--- src/rtl/pwm_multi_if.sv ---
// Bus bundle for pwm_multi: configuration/strobe inputs and registered PWM outputs.
// dir_state exposes the counter direction (0 = up, 1 = down) for observation.
interface pwm_multi_if #(
    parameter int N  = 8,
    parameter int CH = 4
);
    logic            en;
    logic            mode;
    logic [N-1:0]    period;
    logic [CH*N-1:0] duty;
    logic            load;
    logic [CH-1:0]   pwm_out;
    logic            period_end;
    logic            pending;
    logic            dir_state;

    // load is a plain one-cycle strobe with no back-pressure: a value is taken
    // on every rising edge where load=1, and pending reports an unapplied shadow.
    modport master (
        output en, mode, period, duty, load,
        input  pwm_out, period_end, pending, dir_state
    );

    modport slave (
        input  en, mode, period, duty, load,
        output pwm_out, period_end, pending, dir_state
    );
endinterface

--- src/rtl/pwm_multi.sv ---
// Multi-channel PWM generator with edge/center-aligned counting and
// double-buffered (shadow/active) mode, period and duty registers.
module pwm_multi #(
    parameter int N  = 8,
    parameter int CH = 4
) (
    input  logic      clk,
    input  logic      rst,
    pwm_multi_if.slave bus
);
    typedef enum logic {UP = 1'b0, DOWN = 1'b1} dir_t;

    localparam logic [N-1:0] ONE = 1;

    dir_t            dir_q, dir_d;
    logic [N-1:0]    cnt_q, cnt_d;
    logic            boundary;
    logic            apply;

    logic            mode_a, mode_s;
    logic [N-1:0]    p_a, p_s;
    logic [CH*N-1:0] d_a, d_s;
    logic            pending_q;
    logic [CH-1:0]   pwm_q;
    logic            period_end_q;

    // Boundary is the enabled cycle whose next count is 0.
    always_comb begin
        dir_d    = dir_q;
        cnt_d    = cnt_q;
        boundary = 1'b0;
        if (!bus.en) begin
            dir_d = UP;
            cnt_d = '0;
        end else if (p_a == '0) begin
            boundary = 1'b1;
            dir_d    = UP;
            cnt_d    = '0;
        end else if (!mode_a) begin
            if (cnt_q == p_a) begin
                boundary = 1'b1;
                cnt_d    = '0;
            end else begin
                cnt_d = cnt_q + ONE;
            end
        end else begin
            case (dir_q)
                UP: begin
                    if (cnt_q == p_a) begin
                        cnt_d = cnt_q - ONE;
                        dir_d = DOWN;
                    end else begin
                        cnt_d = cnt_q + ONE;
                    end
                end
                DOWN:    cnt_d = cnt_q - ONE;
                default: cnt_d = '0;
            endcase
            if (cnt_d == '0) begin
                boundary = 1'b1;
                dir_d    = UP;
            end
        end
    end

    assign apply = pending_q && (boundary || !bus.en);

    always_ff @(posedge clk) begin
        if (rst) begin
            dir_q <= UP;
            cnt_q <= '0;
        end else begin
            dir_q <= dir_d;
            cnt_q <= cnt_d;
        end
    end

    always_ff @(posedge clk) begin
        if (rst) begin
            mode_a       <= 1'b0;
            p_a          <= '0;
            d_a          <= '0;
            mode_s       <= 1'b0;
            p_s          <= '0;
            d_s          <= '0;
            pending_q    <= 1'b0;
            pwm_q        <= '0;
            period_end_q <= 1'b0;
        end else begin
            period_end_q <= boundary;
            for (int i = 0; i < CH; i++) begin
                pwm_q[i] <= bus.en && (cnt_q < d_a[i*N +: N]);
            end
            // The old shadow is applied even when a new load lands in the same cycle.
            if (apply) begin
                mode_a <= mode_s;
                p_a    <= p_s;
                d_a    <= d_s;
            end
            if (bus.load) begin
                mode_s <= bus.mode;
                p_s    <= bus.period;
                d_s    <= bus.duty;
            end
            pending_q <= bus.load || (pending_q && !apply);
        end
    end

    assign bus.pwm_out    = pwm_q;
    assign bus.period_end = period_end_q;
    assign bus.pending    = pending_q;
    assign bus.dir_state  = dir_q;
endmodule

--- src/flat_wrapper.sv ---
// flat-port wrapper written by rule: the top's interface ports become plain ports
module pwm_multi_flat 
#(
    parameter int N  = 8,
    parameter int CH = 4
)
  (clk, rst, bus_en, bus_mode, bus_period, bus_duty, bus_load, bus_pwm_out, bus_period_end, bus_pending, bus_dir_state);
  pwm_multi_if #(.N(N), .CH(CH)) bus_i ();
  input  logic clk;
  input  logic rst;
  input wire logic [$bits(bus_i.en)-1:0] bus_en;
  input wire logic [$bits(bus_i.mode)-1:0] bus_mode;
  input wire logic [$bits(bus_i.period)-1:0] bus_period;
  input wire logic [$bits(bus_i.duty)-1:0] bus_duty;
  input wire logic [$bits(bus_i.load)-1:0] bus_load;
  output wire logic [$bits(bus_i.pwm_out)-1:0] bus_pwm_out;
  output wire logic [$bits(bus_i.period_end)-1:0] bus_period_end;
  output wire logic [$bits(bus_i.pending)-1:0] bus_pending;
  output wire logic [$bits(bus_i.dir_state)-1:0] bus_dir_state;
  assign bus_i.en = bus_en;
  assign bus_i.mode = bus_mode;
  assign bus_i.period = bus_period;
  assign bus_i.duty = bus_duty;
  assign bus_i.load = bus_load;
  assign bus_pwm_out = bus_i.pwm_out;
  assign bus_period_end = bus_i.period_end;
  assign bus_pending = bus_i.pending;
  assign bus_dir_state = bus_i.dir_state;
  pwm_multi #(.N(N), .CH(CH)) u_core (.clk(clk), .rst(rst), .bus(bus_i));
endmodule
--- config.mk ---
export PLATFORM = sky130hd
export DESIGN_NAME = pwm_multi_flat
export DESIGN_NICKNAME = d
export VERILOG_FILES = /design/src/rtl/pwm_multi_if.sv /design/src/rtl/pwm_multi.sv /design/src/flat_wrapper.sv
export SDC_FILE = /design/constraint.sdc
export NUM_CORES = 1
export LEC_CHECK = 0
export ABC_AREA = 1
export CAP_MARGIN = 5
export CORE_MARGIN = 4
export CORE_UTILIZATION = 60
export DETAILED_ROUTE_END_ITERATION = 7
export DONT_BUFFER_PORTS = 1
export PLACE_DENSITY = 0.76
export SYNTH_ARGS = -nofsm -noshare
export SYNTH_HDL_FRONTEND = slang
export SYNTH_SLANG_ARGS = --single-unit
--- constraint.sdc ---
create_clock -name clk -period 2.95 [get_ports clk]
set_input_delay 0.295 -clock clk [delete_from_list [all_inputs] [get_ports clk]]
set_output_delay 0.295 -clock clk [all_outputs]
set_load 0.005 [all_outputs]
---- Word-level counts from Yosys, hierarchy flattened ----
Cells that the tools add are included.
operators by class
  eq/ne operators ......................... 1
  $add $sub $neg .......................... 2
  reduce and logical (&&, ||, !) cells .... 13
  bitwise operators ....................... 2
  muxes and demuxes ....................... 14
  magnitude comparators ................... 4
operators by type and width
  cell                                                                number
  8-bit two-way mux                                                   6
  8-bit < comparator                                                  4
  8-bit logical NOT                                                   2
  8-bit case mux with 2 select lines                                  1
  8-bit by 1-bit adder with 8-bit output, second input constant       1
  8-bit equality test                                                 1
  8-bit by 1-bit subtractor with 8-bit output, second input constant  1
  1-bit two-way mux                                                   7
  1-bit logical AND                                                   6
  3-bit OR reduction                                                  1
  1-bit logical NOT                                                   2
  1-bit logical OR                                                    2
  1-bit NOT                                                           2
word-level totals
  bits in registers ....................... 97
  input bits .............................. 45
  output and inout bits ................... 7

---- Longest topological paths before layout ----
Gate-level depths: netlist of the first run.
  depth after elaboration ................. 16
  gate-level depth with buffers ........... 19
  mapped depth without buffers ............ 18

---- Worst setup path after synthesis of the first run ----
OpenSTA, ideal clock, no wires.
  kind .................................... flip-flop to flip-flop
  start ................................... reg u_core.cnt_q[1]
  end ..................................... reg u_core.d_a[29]
  buffers on the path ..................... 1
  cell stages (with the launch flop) ...... 18
  slack ................................... 0.873 ns
  setup time .............................. 0.115 ns
  arrival time ............................ 1.962 ns
  clock period less this slack ............ 2.077 ns
  cells stage by stage .................... dfxtp_1 ha_1 nand3_1 nor2_1 nand3_1 nand2_1 nand3_1 nand2_1 nand2_1 nor2_1 nand2_1 nand2_1 nand2_2 nand3_4 buf_6 nand3_1 nand2_1 nor2_1
between the ends
  longest elaborated chain between the ends .. 13
ends and longest elaborated chain
  element                                                               line             RTL
  start: declaration                                                    pwm_multi.sv:16  logic [N-1:0] cnt_q, cnt_d;
  start signal: assignment                                              pwm_multi.sv:74  cnt_q <= cnt_d;
  8-bit by 1-bit adder with 8-bit output, or another cell as far along  pwm_multi.sv:53  cnt_d = cnt_q + ONE;
  8-bit two-way mux                                                     pwm_multi.sv:49  if (cnt_q == p_a) begin
  8-bit case mux with 2 select lines                                    pwm_multi.sv:47  case (dir_q)
  8-bit two-way mux                                                     pwm_multi.sv:39  end else if (!mode_a) begin
  8-bit two-way mux                                                     pwm_multi.sv:35  end else if (p_a == '0) begin
  8-bit two-way mux                                                     pwm_multi.sv:32  if (!bus.en) begin
  8-bit logical NOT                                                     pwm_multi.sv:59  if (cnt_d == '0) begin
  1-bit two-way mux                                                     pwm_multi.sv:59
  1-bit two-way mux *                                                   pwm_multi.sv:39
  1-bit two-way mux *                                                   pwm_multi.sv:35
  1-bit two-way mux *                                                   pwm_multi.sv:32
  1-bit logical OR *                                                    pwm_multi.sv:66  assign apply = pending_q && (boundary || !bus.en);
  1-bit logical AND *                                                   pwm_multi.sv:66
  end signal: assignment                                                pwm_multi.sv:98  d_a <= d_s;
  end: declaration                                                      pwm_multi.sv:22  logic [CH*N-1:0] d_a, d_s;
Mark *: on every way between the ends. The rest lies on a longest branch, timed or not. The select of a mux whose other input is x is not followed.
A chain may end at the register's enable or synchronous reset.

---- Worst setup path in the final report of the first run ----
  start ................................... reg u_core.cnt_q[0]
  end ..................................... reg u_core.d_a[0]
Same word-level chain as after synthesis.

==> impl_metrics.json, run 1 <==
{
  "status": "completed",
  "final_cell_mix": "nand2_1, inv_1, a21oi_1, dfxtp_1, nor2_1",
  "p_total_w": 0.00341,
  "design_area_um2": 5110,
  "cp_max_fo": 34,
  "antenna_found_initial": 0,
  "tightest_slew_ps": 1050,
  "worstPathArrival_ps": 2890,
  "dieHeight_um": 98.0,
  "io_pins": 52,
  "dr.pass1.iters": 5,
  "drtAntennaViolNets": 0,
  "dp_hpwl_um": 6830,
  "leakagePower_nw": 2.25,
  "internal_power_w": 0.00234,
  "maxSlewViolCount": 0,
  "yosysSeqAreaShare_pct": 40.0,
  "vias_per_cell": 5.29,
  "min_path_type": "input pin to register",
  "switching_power_w": 0.00106,
  "startpoint_type": "register",
  "clockBufferDepth": 2,
  "period_needed_ps": 2640,
  "combPwrFrac_pct": 25.5,
  "rsz0062_at_grt": "false",
  "insertion_delay_ps": 360,
  "yosysWarnings": 0,
  "drt_iter0_drc": 150,
  "skew_ps": 8.32,
  "ys_types": 29,
  "clkSlewWorstSetupHoldPaths_ps": 90,
  "finalSetupTns_ps": 0,
  "diodes": 0,
  "cts_tree": "yes",
  "hold_violations": 0,
  "netlist.area_leader.share_pct": 40.0,
  "synth_top_area_cell": "dfxtp_1",
  "cts-root-buf": "clkbuf_8",
  "power.share.sequential_pct": 44.6,
  "grt-ovfl-total": 0,
  "swShare_pct": 31.2,
  "htreeDepth": 3,
  "setup_viol_count_final": 0,
  "grt_pass1_vias": 3700,
  "dieArea_um2": 9590,
  "cp-end-kind": "register",
  "post-route-period-util_pct": 89.5,
  "p_per_area_nw_per_um2": 666,
  "dpl-instance-area_um2": 4860,
  "layout_commonest_cell": "nand2_1",
  "fmax_ghz": 0.379,
  "area_delta_synth_final_pct": 5.36,
  "syn_avg_cell_area_um2": 7.29,
  "cts_buffers": 9,
  "routed_wl_um": 9690,
  "peakVddDrop_v": 0.000377,
  "start_util_pct": 62.2,
  "power_frac_clock_pct": 29.9,
  "fin_nets": 723,
  "synth_fp_nets": 741,
  "core_area_um2": 7810,
  "route.detailed.drc": 0,
  "syn_inst": 666,
  "relSlewSlack_pct": 29.6,
  "grt_max_degree": 84,
  "die_w_um": 98.0,
  "vias": 3988,
  "port-buffer-count": 0,
  "worst-endpoint-required_ps": 3200,
  "drive_above_1_share_pct": 5.37,
  "syn_area_um2": 4850,
  "max_cap_viol_count": 0,
  "grt_use_total_pct": 20.8,
  "worst-setup-path-type": "register to register",
  "cts.sink_count": 97,
  "ys_ff_latch": 97,
  "rows": 32,
  "grt_pass1_wl_um": 16600,
  "gp_congestion": 0.955,
  "avgRoutedWirePerCell_um": 12.8,
  "synthTopCellsByArea": "dfxtp_1, a21oi_1, nand2_1"
}
-- cells by family (layout without fill, tap and decap cells) --
kind of cell,Yosys count,after routing,synth area share [%]
AND/OR/NAND/NOR,225,225,19.9
AO/OA/AOI/OAI,161,161,17.7
buffers and inverters,140,126,12.4
flip-flops,97,97,40.0
adder cells (fa/ha/maj),30,30,7.73
XOR/XNOR,13,13,2.35
-- worst paths after layout --
kind,startpoint,to,slack [ps],depth (start not counted)
max,u_core.cnt_q[0]$_SDFF_PP0_,u_core.d_a[0]$_SDFFE_PP0P_,310,17
min,bus_en,u_core.bus.pending$_SDFF_PP0_,90,2
max reg2reg,u_core.cnt_q[0]$_SDFF_PP0_,u_core.d_a[0]$_SDFFE_PP0P_,310,17
min reg2reg,u_core.d_s[1]$_SDFFE_PP0P_,u_core.d_s[1]$_SDFFE_PP0P_,460,2
-- final cells by class --
class / count / area [um^2]
clock buffer: 10 / 138
clock inverter: 5 / 104
fill: 683 / 2690
inverter: 102 / 383
multi-input combinational: 429 / 2310
sequential: 97 / 1940
tap: 102 / 128
timing repair buffer: 9 / 108
-- through the flow --
stage	utilization [%]	hold slack (ps)	std cells	worst slack [ps]
CTS	65.5	75.2	754	175
finish	65.5	93.1	754	310
detailed placement	62.3	359	738	205
floorplan	-	364	666	873
global route	65.5	110	754	60.0
global placement	62.3	360	738	258
-- state kept, by name, summed over array words and instances (netlist names) --
signal,flops
u_core.d_a,32
u_core.d_s,32
u_core.cnt_q,8
u_core.p_a,8
u_core.p_s,8
u_core.bus.pwm_out,4
u_core.bus.dir_state,1
u_core.bus.pending,1
u_core.bus.period_end,1
u_core.mode_a,1
u_core.mode_s,1
-- worst max-delay path: stages (launching register included) --
cell     delay, ps
dfxtp_1        390
inv_2          180
ha_1           200
inv_1           40
nor2_1         190
nand3_1        120
xor2_1         170
nand2_1         70
nand2_1         70
nand2_1         70
nor2_1          40
nand2_1         40
nand2_1         70
nand2_2        120
nand3_4        240
buf_12         270
a21oi_1        170
nor2_1          70
-- power by group through the flow --
stage          sequential, W  clock (W)  combinational [W]
3_5_place_dp         0.00155          0           0.000866
2_1_floorplan        0.00152          0           0.000749
6_report             0.00152    0.00102           0.000869
3_3_place_gp         0.00154          0           0.000836
5_1_grt              0.00153    0.00109           0.000998
4_1_cts              0.00152    0.00104           0.000872
-- Yosys cell counts --
cell and number:
nand2_1 101, nand2_2 1, buf_2 6, nand3_1 56
nand3b_1 1, nor2_2 2, o21ai_0 43, buf_1 5
clkbuf_2 1, xnor2_1 6, a21oi_1 98, a21boi_0 4
buf_6 9, inv_1 100, nor2_1 57, o21bai_1 4
ha_1 30, dfxtp_1 97, nor4_1 1, nand3_4 1
clkbuf_1 17, a211oi_1 1, xor2_1 7, o211ai_1 4
nand4_1 3, o22ai_1 3, nand2_4 2, inv_2 2
a311oi_1 4
-- timing repair --
action / CTS / global route
endpoints found under the setup margin: 0 / 23
gates resized for setup: 0 / 1
setup buffers: 0 / 0
hold buffers: 1 / 0
hold endpoints to repair: 1 / 0
-- layer usage --
layer	vias up	part of all wire [%]	track usage, %
met5	-	0	0
met4	0	1.8	8.20
met3	14	5.9	4.36
met2	113	44	32.3
met1	1739	48	28.3
li1	2122	-	-
Note: power is estimated with default switching activity, not from simulation.
==> inputs of run 2 (changes only) <==
--- a/config.mk
+++ b/config.mk
@@ -7,8 +7,8 @@
 export LEC_CHECK = 0
 export ABC_AREA = 1
 export CAP_MARGIN = 5
-export CORE_MARGIN = 4
 export CORE_UTILIZATION = 60
+export CTS_BUF_LIST = sky130_fd_sc_hd__clkbuf_16
 export DETAILED_ROUTE_END_ITERATION = 7
 export DONT_BUFFER_PORTS = 1
 export PLACE_DENSITY = 0.76
==> impl_metrics.json, run 2 (synthesis results as in run 1) <==
{
  "r2r_end": "u_core.p_a[6]$_SDFFE_PP0P_",
  "ctsResizeCount": 0,
  "fmax_ghz": 0.380,
  "crit_buf_inv": 1,
  "drt_iter0_drc": 148,
  "dieArea_um2": 8450,
  "reg2reg_from": "u_core.cnt_q[1]$_SDFF_PP0_",
  "cts.sink_count": 97,
  "htreeDepth": 3,
  "hold_violations": 0,
  "cts-root-buf": "clkbuf_16",
  "post_cts_buffers": 0,
  "min_to": "u_core.bus.pending$_SDFF_PP0_",
  "vias": 3986,
  "drive_above_1_share_pct": 5.36,
  "design_area_um2": 5140,
  "antenna_found_initial": 0,
  "crit_path_frequent_cell": "nand2_1",
  "final_core_util_pct": 66.1,
  "instances_no_fill": 755,
  "grt_use_total_pct": 24.5,
  "layout_commonest_cell": "nand2_1",
  "route.detailed.drc": 0,
  "path_cells": "ha_1 > nand3_1 > nor2_1 > nand3_1 > nand2_1 > nand3_1 > nand2_1 > nand2_1 > nor2_1 > nand2_1 > nand2_1 > nand2_2 > nand3_4 > buf_12 > nand3_1 > nand2_1 > nor2_1",
  "dieHeight_um": 92.0,
  "largestRegisters": "u_core.d_a: 32 flops, u_core.d_s: 32 flops",
  "diodes": 0,
  "cp_max_fo": 29,
  "avgRoutedWirePerCell_um": 12.7,
  "min_path_type": "input pin to register",
  "grt-ovfl-total": 0,
  "worstPathArrival_ps": 2870,
  "crit_family": "simple AND/OR/NAND/NOR gates",
  "skew_ps": 6.76,
  "io_pins": 52,
  "fin_hold_ws_ps": 17.4,
  "clkSlewWorstSetupHoldPaths_ps": 70,
  "area_delta_synth_final_pct": 5.80,
  "cp-end-kind": "register",
  "insertion_delay_ps": 340,
  "maxSlewViolCount": 0,
  "routed_wl_um": 9620,
  "hold_path_depth": 1,
  "status": "completed",
  "vias_per_cell": 5.28,
  "clockBufferDepth": 2,
  "dp_hpwl_um": 6700,
  "cts_tree": "yes",
  "crit_slowest_cell": "dfxtp_1",
  "relSlewSlack_pct": 29.6,
  "core_area_um2": 7770,
  "port-buffer-count": 0,
  "dr.pass1.iters": 4,
  "finalSetupTns_ps": 0,
  "period_needed_ps": 2630,
  "p_per_area_nw_per_um2": 678,
  "drtAntennaViolNets": 0,
  "place_inst": 739,
  "grt_max_degree": 84,
  "r2r_cells": 17,
  "rrSetupSlack_ps": 320,
  "worst-setup-path-type": "register to register",
  "hold_start": "rst",
  "startpoint_type": "register",
  "hold_buffers": 0,
  "dpl-instance-area_um2": 4860,
  "worst-endpoint-required_ps": 3190,
  "gp_congestion": 0.886,
  "grt_pass1_wl_um": 16600,
  "post-route-period-util_pct": 89.2,
  "final_cell_mix": "nand2_1, inv_1, a21oi_1, dfxtp_1, nor2_1",
  "max_cap_viol_count": 0,
  "start_util_pct": 62.5,
  "rsz0062_at_grt": "false",
  "tightest_slew_ps": 1050,
  "cts_buffers": 9,
  "leakagePower_nw": 2.26,
  "setup_viol_count_final": 0,
  "die_w_um": 92.0,
  "fin_nets": 723,
  "grt_pass1_vias": 3648,
  "rows": 32,
  "peakVddDrop_v": 0.000351,
  "critPathMaxStageDelay_ps": 540
}
==> run 2: layout make-up <==
cell class,instances,area (um^2)
clock inverters,7,53.8
repair buffers,9,92.6
multi-input cells,429,2310
inverters,102,383
flip-flops and latches,97,1940
clock buffers,9,225
fillers,713,2630
well taps,102,128
==> run 2: how the worst max path moves through the flow <==
stage	from	to	slack, ps	cells past startpoint
detailed placement	u_core.cnt_q[1]$_SDFF_PP0_	u_core.d_a[5]$_SDFFE_PP0P_	340	17
global route	u_core.cnt_q[1]$_SDFF_PP0_	u_core.d_a[15]$_SDFFE_PP0P_	70	17
floorplan	u_core.cnt_q[1]$_SDFF_PP0_	u_core.d_a[29]$_SDFFE_PP0P_	870	17
global placement	u_core.cnt_q[1]$_SDFF_PP0_	u_core.p_a[5]$_SDFFE_PP0P_	360	17
finish	u_core.cnt_q[1]$_SDFF_PP0_	u_core.p_a[6]$_SDFFE_PP0P_	320	17
CTS	u_core.cnt_q[1]$_SDFF_PP0_	u_core.d_a[21]$_SDFFE_PP0P_	320	17
==> run 2: report_power, final <==
group	internal [W]	switching, W
combinational	0.000325	0.000546
sequential	0.00144	0.0000782
clock	0.000580	0.000513
==> run 2: worst register-to-register path, cell delays in order (launching register included) <==
cell and delay, ps:
dfxtp_1 540, ha_1 250, nand3_1 140, nor2_1 190, nand3_1 110, nand2_1 80, nand3_1 70, nand2_1 90
nand2_1 60, nor2_1 100, nand2_1 50, nand2_1 80, nand2_2 90, nand3_4 170, buf_12 220, nand3_1 110
nand2_1 100, nor2_1 50
==> run 2: routing by layer <==
metal | share of wire [%] | up-vias | GRT usage [%]
li1 | - | 2122 | -
met1 | 49 | 1769 | 32.8
met2 | 45 | 81 | 39.4
met3 | 4.0 | 14 | 4.98
met4 | 1.7 | 0 | 8.59
met5 | 0 | - | 0
==> run 2: per-stage QoR <==
step,power (W),setup WS [ps]
final,0.00348,320
after global routing,0.00371,72.3
after CTS,0.00351,321
after detailed placement,0.00241,336
after global placement,0.00239,361
after floorplan,0.00227,873
==> inputs of run 3 (changes only) <==
--- a/config.mk
+++ b/config.mk
@@ -7,6 +7,7 @@
 export LEC_CHECK = 0
 export ABC_AREA = 1
 export CAP_MARGIN = 5
+export CORE_ASPECT_RATIO = 0.6
 export CORE_UTILIZATION = 60
 export CTS_BUF_LIST = sky130_fd_sc_hd__clkbuf_16
 export DETAILED_ROUTE_END_ITERATION = 7
==> constraint.sdc (replaced) <==
create_clock -name clk -period 2.9 [get_ports clk]
set_input_delay 0.29 -clock clk [delete_from_list [all_inputs] [get_ports clk]]
set_output_delay 0.29 -clock clk [all_outputs]
set_load 0.005 [all_outputs]
==> impl_metrics.json, run 3 (synthesis results as in run 1) <==
{
  "status": "completed",
  "max_cap_viol_count": 0,
  "hold_violations": 0,
  "rows": 24,
  "diodes": 0,
  "routed_wl_um": 10500,
  "clkSlewWorstSetupHoldPaths_ps": 60,
  "multi_input_area_um2": 2310,
  "htreeDepth": 3,
  "p_per_area_nw_per_um2": 684,
  "min_path_type": "input pin to register",
  "vias": 4132,
  "io_pins": 52,
  "cts_tree": "yes",
  "fin_hold_ws_ps": 103,
  "top_usage_layer": "met1",
  "cts_buffers": 9,
  "cp_max_fo": 55,
  "leakagePower_nw": 2.26,
  "regArea_um2": 1940,
  "rsz0062_at_grt": "false",
  "drtAntennaViolNets": 0,
  "grt_pass1_vias": 3766,
  "grt-ovfl-total": 0,
  "die_w_um": 118,
  "worst-endpoint-required_ps": 3140,
  "dpl-instance-area_um2": 4850,
  "cts.sink_count": 97,
  "skew_ps": 5.86,
  "dieHeight_um": 71.7,
  "grt_use_total_pct": 26.8,
  "dr.pass1.iters": 4,
  "period_needed_ps": 2630,
  "antenna_found_initial": 0,
  "drive_above_1_share_pct": 5.20,
  "use_met2_pct": 38.1,
  "dieArea_um2": 8470,
  "design_area_um2": 5130,
  "route.detailed.drc": 0,
  "worst-setup-path-type": "register to register",
  "fillerInstances": 668,
  "cts-root-buf": "clkbuf_16",
  "relSlewSlack_pct": 46.1,
  "vias_per_cell": 5.45,
  "final_cell_mix": "nand2_1, inv_1, a21oi_1, dfxtp_1, nor2_1",
  "core_area_um2": 7540,
  "startpoint_type": "register",
  "use_met1_pct": 39.3,
  "port-buffer-count": 0,
  "insertion_delay_ps": 340,
  "cp-end-kind": "register",
  "use_met3_pct": 7.40,
  "post-route-period-util_pct": 90.8,
  "largestRegisters": "u_core.d_a: 32 flops, u_core.d_s: 32 flops",
  "dp_hpwl_um": 7290,
  "fmax_ghz": 0.380,
  "layout_commonest_cell": "nand2_1",
  "start_util_pct": 64.4,
  "area_delta_synth_final_pct": 5.70,
  "fin_nets": 725,
  "setup_viol_count_final": 0,
  "gp_congestion": 0.921,
  "final_core_util_pct": 68.1,
  "tightest_slew_ps": 809,
  "rrSetupSlack_ps": 270,
  "maxSlewViolCount": 0,
  "avgRoutedWirePerCell_um": 13.8,
  "clockBufferDepth": 2,
  "peakVddDrop_v": 0.000407,
  "grt_pass1_wl_um": 17900,
  "grt_max_degree": 85,
  "worstPathArrival_ps": 2870,
  "finalSetupTns_ps": 0,
  "drt_iter0_drc": 247
}
==> run 3: cell count changes in the layout (fill, tap and decap cells not counted) <==
cell and change:
dfxtp_2 +1, buf_6 +1, inv_1 +1, clkinv_1 +1
inv_8 -1, dlygate4sd3_1 +1, clkinv_2 -1, inv_6 -1
buf_4 +1, buf_12 -1, dfxtp_1 -1
==> run 3: what timing repair did <==
action | CTS | global route
gates resized for setup | 0 | 2
hold endpoints to repair | 1 | 0
hold buffers | 1 | 0
buffers inserted | 0 | 0
endpoints found under the setup margin | 0 | 10
==> run 3: final timing paths <==
| kind | start | end | depth (start not counted) |
|---|---|---|---|
| hold / removal | bus_en | u_core.bus.pending$_SDFF_PP0_ | 2 |
| hold reg to reg | u_core.d_s[18]$_SDFFE_PP0P_ | u_core.d_s[18]$_SDFFE_PP0P_ | 2 |
| setup / recovery | u_core.cnt_q[0]$_SDFF_PP0_ | u_core.p_a[7]$_SDFFE_PP0P_ | 18 |
| setup reg to reg | u_core.cnt_q[0]$_SDFF_PP0_ | u_core.p_a[7]$_SDFFE_PP0P_ | 18 |
==> run 3: worst max-delay path, cell delays in order, from the launching register on <==
cell	delay, ps
dfxtp_1	380
inv_2	180
ha_1	200
inv_1	50
nor2_1	210
nand3_1	130
xor2_1	200
nand2_1	80
nand2_1	80
nand2_1	60
nor2_1	100
nand2_1	60
nand2_1	80
nand2_2	100
nand3_4	90
buf_12	230
nand3_1	140
nand2_1	100
nor2_1	40
==> run 3: stage by stage <==
| stage | total power, W | setup WS, ps | instances |
|---|---|---|---|
| finish | 0.00351 | 267 | 758 |
| global route | 0.00372 | 6.05 | 758 |
| CTS | 0.00351 | 256 | 758 |
| detailed placement | 0.00246 | 275 | 742 |
| global placement | 0.00243 | 303 | 742 |
| floorplan | 0.00231 | 823 | 666 |
==> run 3: per-layer routing <==
metal	vias to the layer above	routed length, um
met2	129	4260
met3	11	738
met5	-	0
li1	2121	-
met1	1871	5360
met4	0	101
==> run 3: cell type report <==
| class | instances | share of cell area (%) |
|---|---|---|
| Clock inverter | 6 | 0.707 |
| Tap cell | 104 | 2.54 |
| Timing Repair Buffer | 11 | 1.98 |
| Sequential cell | 97 | 37.9 |
| Clock buffer | 9 | 4.39 |
| Inverter | 102 | 7.46 |
| Multi-Input combinational cell | 429 | 45.0 |
==> run 3: power by group <==
group	switching, W	internal [W]	total [W]
clock network	0.000487	0.000572	0.00106
logic	0.000583	0.000320	0.000903
registers	0.0000822	0.00146	0.00155
total	0.00115	0.00236	0.00351
